File: src/rtl/video_timing_gen.sv
// Parametrised raster timing generator: sync pins, scaled pixel coordinates
// and look-ahead strobes for the video pipeline, with run/stop and frame count.
module video_timing_gen #(
  parameter int H_VISIBLE      = 320,
  parameter int H_FRONT        = 8,
  parameter int H_SYNC         = 48,
  parameter int H_BACK         = 24,
  parameter int V_VISIBLE      = 480,
  parameter int V_FRONT        = 10,
  parameter int V_SYNC         = 2,
  parameter int V_BACK         = 33,
  parameter int HSYNC_POS      = 0,
  parameter int VSYNC_POS      = 0,
  parameter int H_SHIFT        = 0,
  parameter int V_SHIFT        = 1,
  parameter int PIPELINE_DELAY = 0,
  parameter int POS_W          = 10,
  parameter int FRAME_W        = 16
) (
  input  logic               clk40,
  input  logic               reset_n,
  input  logic               enable,
  output logic               hsync,
  output logic               vsync,
  output logic               videoActive,
  output logic [POS_W-1:0]   hPos,
  output logic [POS_W-1:0]   vPos,
  output logic [POS_W-1:0]   nextVPos,
  output logic               nextFrameActive,
  output logic               lineStarting,
  output logic               lineEnding,
  output logic               hsyncStarting,
  output logic               frameStarting,
  output logic               vblankStarting,
  output logic [FRAME_W-1:0] frameCount
);

  localparam int H_TOTAL = H_VISIBLE + H_FRONT + H_SYNC + H_BACK;
  localparam int V_TOTAL = V_VISIBLE + V_FRONT + V_SYNC + V_BACK;
  localparam int HCW     = $clog2(H_TOTAL);
  localparam int VCW     = $clog2(V_TOTAL);

  localparam logic [HCW-1:0] H_LAST     = HCW'(H_TOTAL - 1);
  localparam logic [HCW-1:0] H_VIS      = HCW'(H_VISIBLE);
  localparam logic [HCW-1:0] H_VIS_LAST = HCW'(H_VISIBLE - 1);
  localparam logic [HCW-1:0] HS_FIRST   = HCW'(H_VISIBLE + H_FRONT);
  localparam logic [HCW-1:0] HS_LAST    = HCW'(H_VISIBLE + H_FRONT + H_SYNC - 1);
  localparam logic [HCW-1:0] LS_H       = HCW'(H_TOTAL - 1 - PIPELINE_DELAY);
  localparam logic [HCW-1:0] LE_H       = HCW'(H_VISIBLE - 1 - PIPELINE_DELAY);
  localparam logic [HCW-1:0] HSS_H      = HCW'(H_VISIBLE + H_FRONT - 1 - PIPELINE_DELAY);

  localparam logic [VCW-1:0] V_LAST     = VCW'(V_TOTAL - 1);
  localparam logic [VCW-1:0] V_VIS      = VCW'(V_VISIBLE);
  localparam logic [VCW-1:0] V_VIS_LAST = VCW'(V_VISIBLE - 1);
  localparam logic [VCW-1:0] VS_FIRST   = VCW'(V_VISIBLE + V_FRONT);
  localparam logic [VCW-1:0] VS_LAST    = VCW'(V_VISIBLE + V_FRONT + V_SYNC - 1);

  localparam logic HS_ON = (HSYNC_POS != 0);
  localparam logic VS_ON = (VSYNC_POS != 0);

  logic               running_q;
  logic [HCW-1:0]     hCount_q, hCount_d;
  logic [VCW-1:0]     vCount_q, vCount_d;
  logic [VCW-1:0]     nextVCount_q, nextVCount_d;
  logic [FRAME_W-1:0] frameCount_q, frameCount_d;
  logic               hsync_q, hsync_d;
  logic               vsync_q, vsync_d;
  logic               hSyncOn, vSyncOn;

  // Stopping (or not yet running) pins the raster at (0,0); syncs are
  // decoded from the next counter values so the pins switch with the counters.
  always_comb begin
    hCount_d     = hCount_q;
    vCount_d     = vCount_q;
    nextVCount_d = nextVCount_q;
    frameCount_d = frameCount_q;
    if (!(enable && running_q)) begin
      hCount_d     = '0;
      vCount_d     = '0;
      nextVCount_d = '0;
    end else begin
      if (hCount_q == H_LAST) begin
        hCount_d = '0;
        vCount_d = nextVCount_q;
        if (vCount_q == V_LAST) begin
          frameCount_d = frameCount_q + FRAME_W'(1);
        end
      end else begin
        hCount_d = hCount_q + HCW'(1);
      end
      if (hCount_q == H_VIS_LAST) begin
        nextVCount_d = (vCount_q == V_LAST) ? '0 : vCount_q + VCW'(1);
      end
    end
    hSyncOn = enable && (hCount_d >= HS_FIRST) && (hCount_d <= HS_LAST);
    vSyncOn = enable && (vCount_d >= VS_FIRST) && (vCount_d <= VS_LAST);
    hsync_d = hSyncOn ? HS_ON : ~HS_ON;
    vsync_d = vSyncOn ? VS_ON : ~VS_ON;
  end

  always_ff @(posedge clk40 or negedge reset_n) begin
    if (!reset_n) begin
      running_q    <= 1'b0;
      hCount_q     <= '0;
      vCount_q     <= '0;
      nextVCount_q <= '0;
      frameCount_q <= '0;
      hsync_q      <= ~HS_ON;
      vsync_q      <= ~VS_ON;
    end else begin
      running_q    <= enable;
      hCount_q     <= hCount_d;
      vCount_q     <= vCount_d;
      nextVCount_q <= nextVCount_d;
      frameCount_q <= frameCount_d;
      hsync_q      <= hsync_d;
      vsync_q      <= vsync_d;
    end
  end

  logic hVis, vVis, nextVis;

  assign hVis    = hCount_q < H_VIS;
  assign vVis    = vCount_q < V_VIS;
  assign nextVis = nextVCount_q < V_VIS;

  assign hsync           = hsync_q;
  assign vsync           = vsync_q;
  assign frameCount      = frameCount_q;
  assign videoActive     = running_q && hVis && vVis;
  assign hPos            = (running_q && hVis) ? POS_W'(hCount_q >> H_SHIFT) : '0;
  assign vPos            = (running_q && vVis) ? POS_W'(vCount_q >> V_SHIFT) : '0;
  assign nextFrameActive = running_q && nextVis;
  assign nextVPos        = nextFrameActive ? POS_W'(nextVCount_q >> V_SHIFT) : '0;
  assign lineStarting    = running_q && (hCount_q == LS_H);
  assign lineEnding      = running_q && (hCount_q == LE_H);
  assign hsyncStarting   = running_q && (hCount_q == HSS_H);
  assign frameStarting   = lineStarting && (vCount_q == V_LAST);
  assign vblankStarting  = running_q && (hCount_q == H_LAST) && (vCount_q == V_VIS_LAST);

endmodule

File: config.mk
export PLATFORM = sky130hd
export DESIGN_NAME = video_timing_gen
export DESIGN_NICKNAME = d
export VERILOG_FILES = /design/src/rtl/video_timing_gen.sv
export SDC_FILE = /design/constraint.sdc
export NUM_CORES = 1
export LEC_CHECK = 0
export ABC_CLOCK_PERIOD_IN_PS = 2900
export BUFFER_PORTS_ARGS = -buffer_cell sky130_fd_sc_hd__buf_2
export CAP_MARGIN = 25
export CELL_PAD_IN_SITES_DETAIL_PLACEMENT = 2
export CELL_PAD_IN_SITES_GLOBAL_PLACEMENT = 2
export CORE_ASPECT_RATIO = 1.25
export CORE_MARGIN = 1.5
export CORE_UTILIZATION = 34
export CTS_BUF_LIST = sky130_fd_sc_hd__clkbuf_8
export DETAILED_ROUTE_END_ITERATION = 10
export PLACE_DENSITY_LB_ADDON = 0.2
export RECOVER_POWER = 50
export SYNTH_ARGS = -nofsm -noshare
export SYNTH_HDL_FRONTEND = slang
export SYNTH_SLANG_ARGS = --single-unit
File: constraint.sdc
create_clock -name clk40 -period 2.9 [get_ports clk40]
set_input_delay 0.435 -clock clk40 [delete_from_list [all_inputs] [get_ports clk40]]
set_output_delay 0.435 -clock clk40 [all_outputs]
set_load 0.02 [all_outputs]
==> impl_metrics.json <==
{
  "finalCritPeriodShare": 0.970,
  "area_growth_pct": 13.6,
  "min_period_ns": 2.81,
  "worst_pin_slew_ns": 1.48,
  "antenna_found_initial": 0,
  "htree_levels": 2,
  "cts_made_buffers": 5,
  "start_util": 0.354,
  "vias": 2385,
  "layout-drive-gt1-share": 0.177,
  "grtUsageTotal": 0.198,
  "synth_ff_type": "dfrtp_1",
  "cts.clk_slew.worst_paths_ns": 0.09,
  "yosysSeqAreaShare": 0.431,
  "syn_avg_cell_area_um2": 9.27,
  "min_to": "running_q",
  "required_ns": 2.47,
  "status": "completed",
  "dr.pass1.iters": 4,
  "hold_path.class": "input port to flop",
  "slew_headroom": 0.0137,
  "synth_edf_count": 0,
  "finalInstanceArea_um2": 3170,
  "num_rows": 36,
  "grt_max_degree": 26,
  "fin_hold_ws_ns": 0.353,
  "netlist_area_um2": 2790,
  "dp.cells": 437,
  "die_x_um": 84.0,
  "wl_per_cell_um": 18.7,
  "drc": 0,
  "drtIter0Drc": 56,
  "clock-root-buffer": "clkbuf_8",
  "startpoint_type": "flop",
  "grt_pass1_vias": 2572,
  "synth_seq_cells": 48,
  "dieArea_um2": 8760,
  "overflow": 0,
  "ctsResizeCount": 0,
  "maxCapViolCount": 0,
  "io_buffers": 52,
  "crit_path_end_kind": "output pin",
  "clock_latency_ns": 0.31,
  "r2r_setup_slack_ns": 0.50,
  "hold_path_depth": 1,
  "drtAntennaViolNets": 0,
  "power_density_nw_per_um2": 389,
  "dp_hpwl_mm": 6.14,
  "syn_inst": 301,
  "power_leakage_nw": 1.40,
  "grt_pass1_wl_mm": 13.8,
  "vdd_drop_max_uv": 198,
  "ctsHoldBuffers": 0,
  "nFillCells": 928,
  "skew_ns": 0.00618,
  "io_pins": 58,
  "diodes": 0,
  "timing.rr.end": "nextVCount_q[4]",
  "worstSetupPathType": "flop to output pin",
  "rsz0062_at_grt": "false",
  "instances_no_fill": 445,
  "place_area_um2": 3090,
  "rr_startpoint": "vCount_q[1]",
  "async_flop_share": 1.00,
  "core_area_um2": 7880,
  "post_cts_buffers": 0,
  "fmax_mhz": 356,
  "yosysWarnings": 0,
  "fin_nets": 356,
  "cts_tree": "yes",
  "min_from": "enable",
  "die_h_um": 104,
  "tns_ns": 0,
  "final_hold_viol_count": 0,
  "finalWirelength_mm": 8.33,
  "finalSetupViolCount": 0,
  "cts_sinks": 48,
  "yosysUniqueCellTypes": 46,
  "cts.path.max_buffers": 2,
  "slew_viol_final": 0,
  "reg2reg_depth": 7,
  "vias_per_cell": 5.36,
  "cp.arrival_ns": 2.38,
  "crit_fanout": 21,
  "place.gp.congestion": 0.795
}
routing by layer:
metal  track usage  vias to the layer above  part of all wire
met4        0.0691                        0             0.023
met3        0.0246                       12             0.026
met5             0                        -                 0
met1         0.242                     1213              0.42
met2         0.353                       43              0.53
li1              -                     1117                 -
flip-flops by register name, summed over array words and instances (netlist names):
register and count:
frameCount 16, hCount_q 9, hsync 1, nextVCount_q 10, running_q 1, vCount_q 10
vsync 1
layout make-up:
class | count | area, um2 | area share
clock inverter | 3 | 42.5 | 0.0134
clock buffer | 5 | 68.8 | 0.0217
sequential | 48 | 1200 | 0.380
inverter | 6 | 22.5 | 0.00710
multi-input combinational | 227 | 1420 | 0.447
timing repair buffer | 61 | 297 | 0.0935
tap | 95 | 119 | 0.0375
synth_stat cells (3+ instances only):
master    count  share of area
dfrtp_1      46           0.41
nand2_1      43          0.058
xnor2_1      21          0.066
and2_1       19          0.043
nand3_1      17          0.030
nor2_1       17          0.023
o21ai_0      13          0.023
a21oi_1      12          0.022
and3_1       12          0.027
nand4_1      11          0.025
nor3_1       10          0.018
clkbuf_1      9          0.012
xor2_1        8          0.025
buf_6         7          0.028
inv_1         6         0.0081
buf_4         5          0.013
ha_1          4          0.018
nand4b_1      3         0.0094
nor4_4        3          0.023
where the power goes:
group          internal, W  switching (W)  leakage (nW)
clock network     0.000256       0.000251        0.0541
registers         0.000671     0.00000379         0.655
logic           0.00000945      0.0000432         0.693
total             0.000936       0.000298          1.40
per-stage QoR:
step | total power [W] | utilization | worst slack [ns]
after floorplan | 0.000715 | - | 0.264
final | 0.00123 | 0.402 | 0.0883
after global routing | 0.00128 | 0.402 | 0.00363
after global placement | 0.000742 | 0.392 | 0.480
after detailed placement | 0.000744 | 0.392 | 0.447
after CTS | 0.00126 | 0.406 | 0.0751
how the worst max path moves through the flow:
stage	from	endpoint	slack, ns	cells past startpoint
final	hCount_q[4]	vblankStarting	0.09	4
after global routing	hCount_q[4]	vblankStarting	0.004	4
after CTS	hCount_q[4]	vblankStarting	0.08	4
after detailed placement	vCount_q[1]	frameStarting	0.45	6
after global placement	hCount_q[4]	frameStarting	0.48	4
after floorplan	hCount_q[4]	vblankStarting	0.26	5
cell usage in the layout (no fill, tap or decap), drive strengths merged, types with 3 or more instances in the layout:
cell,n
nand4b,3
conb,5
inv,6
clkbuf,27
nor4,6
a21oi,12
xnor2,21
buf,39
dfrtp,46
ha,4
and3,12
nand2,43
o21ai,13
nor2,17
xor2,8
nor3,11
nand3,17
nand4,11
and2,20
critical path, cell delays in order, from the launching register on:
cell	delay, ns
dfrtp_1	0.50
or4b_4	0.59
or2_4	0.39
nor4_1	0.35
buf_2	0.23
logic make-up after synthesis:
group | count (synthesis) | share of synthesized area
other | 1 | 0.00134
XOR/XNOR | 29 | 0.0910
flip-flops | 48 | 0.431
adder cells (fa/ha/maj) | 4 | 0.0179
buffers and inverters | 30 | 0.0668
AO/OA/AOI/OAI | 34 | 0.0713
multiplexers | 1 | 0.00404
AND/OR/NAND/NOR | 154 | 0.316
Power figures use the tool's default switching activity.
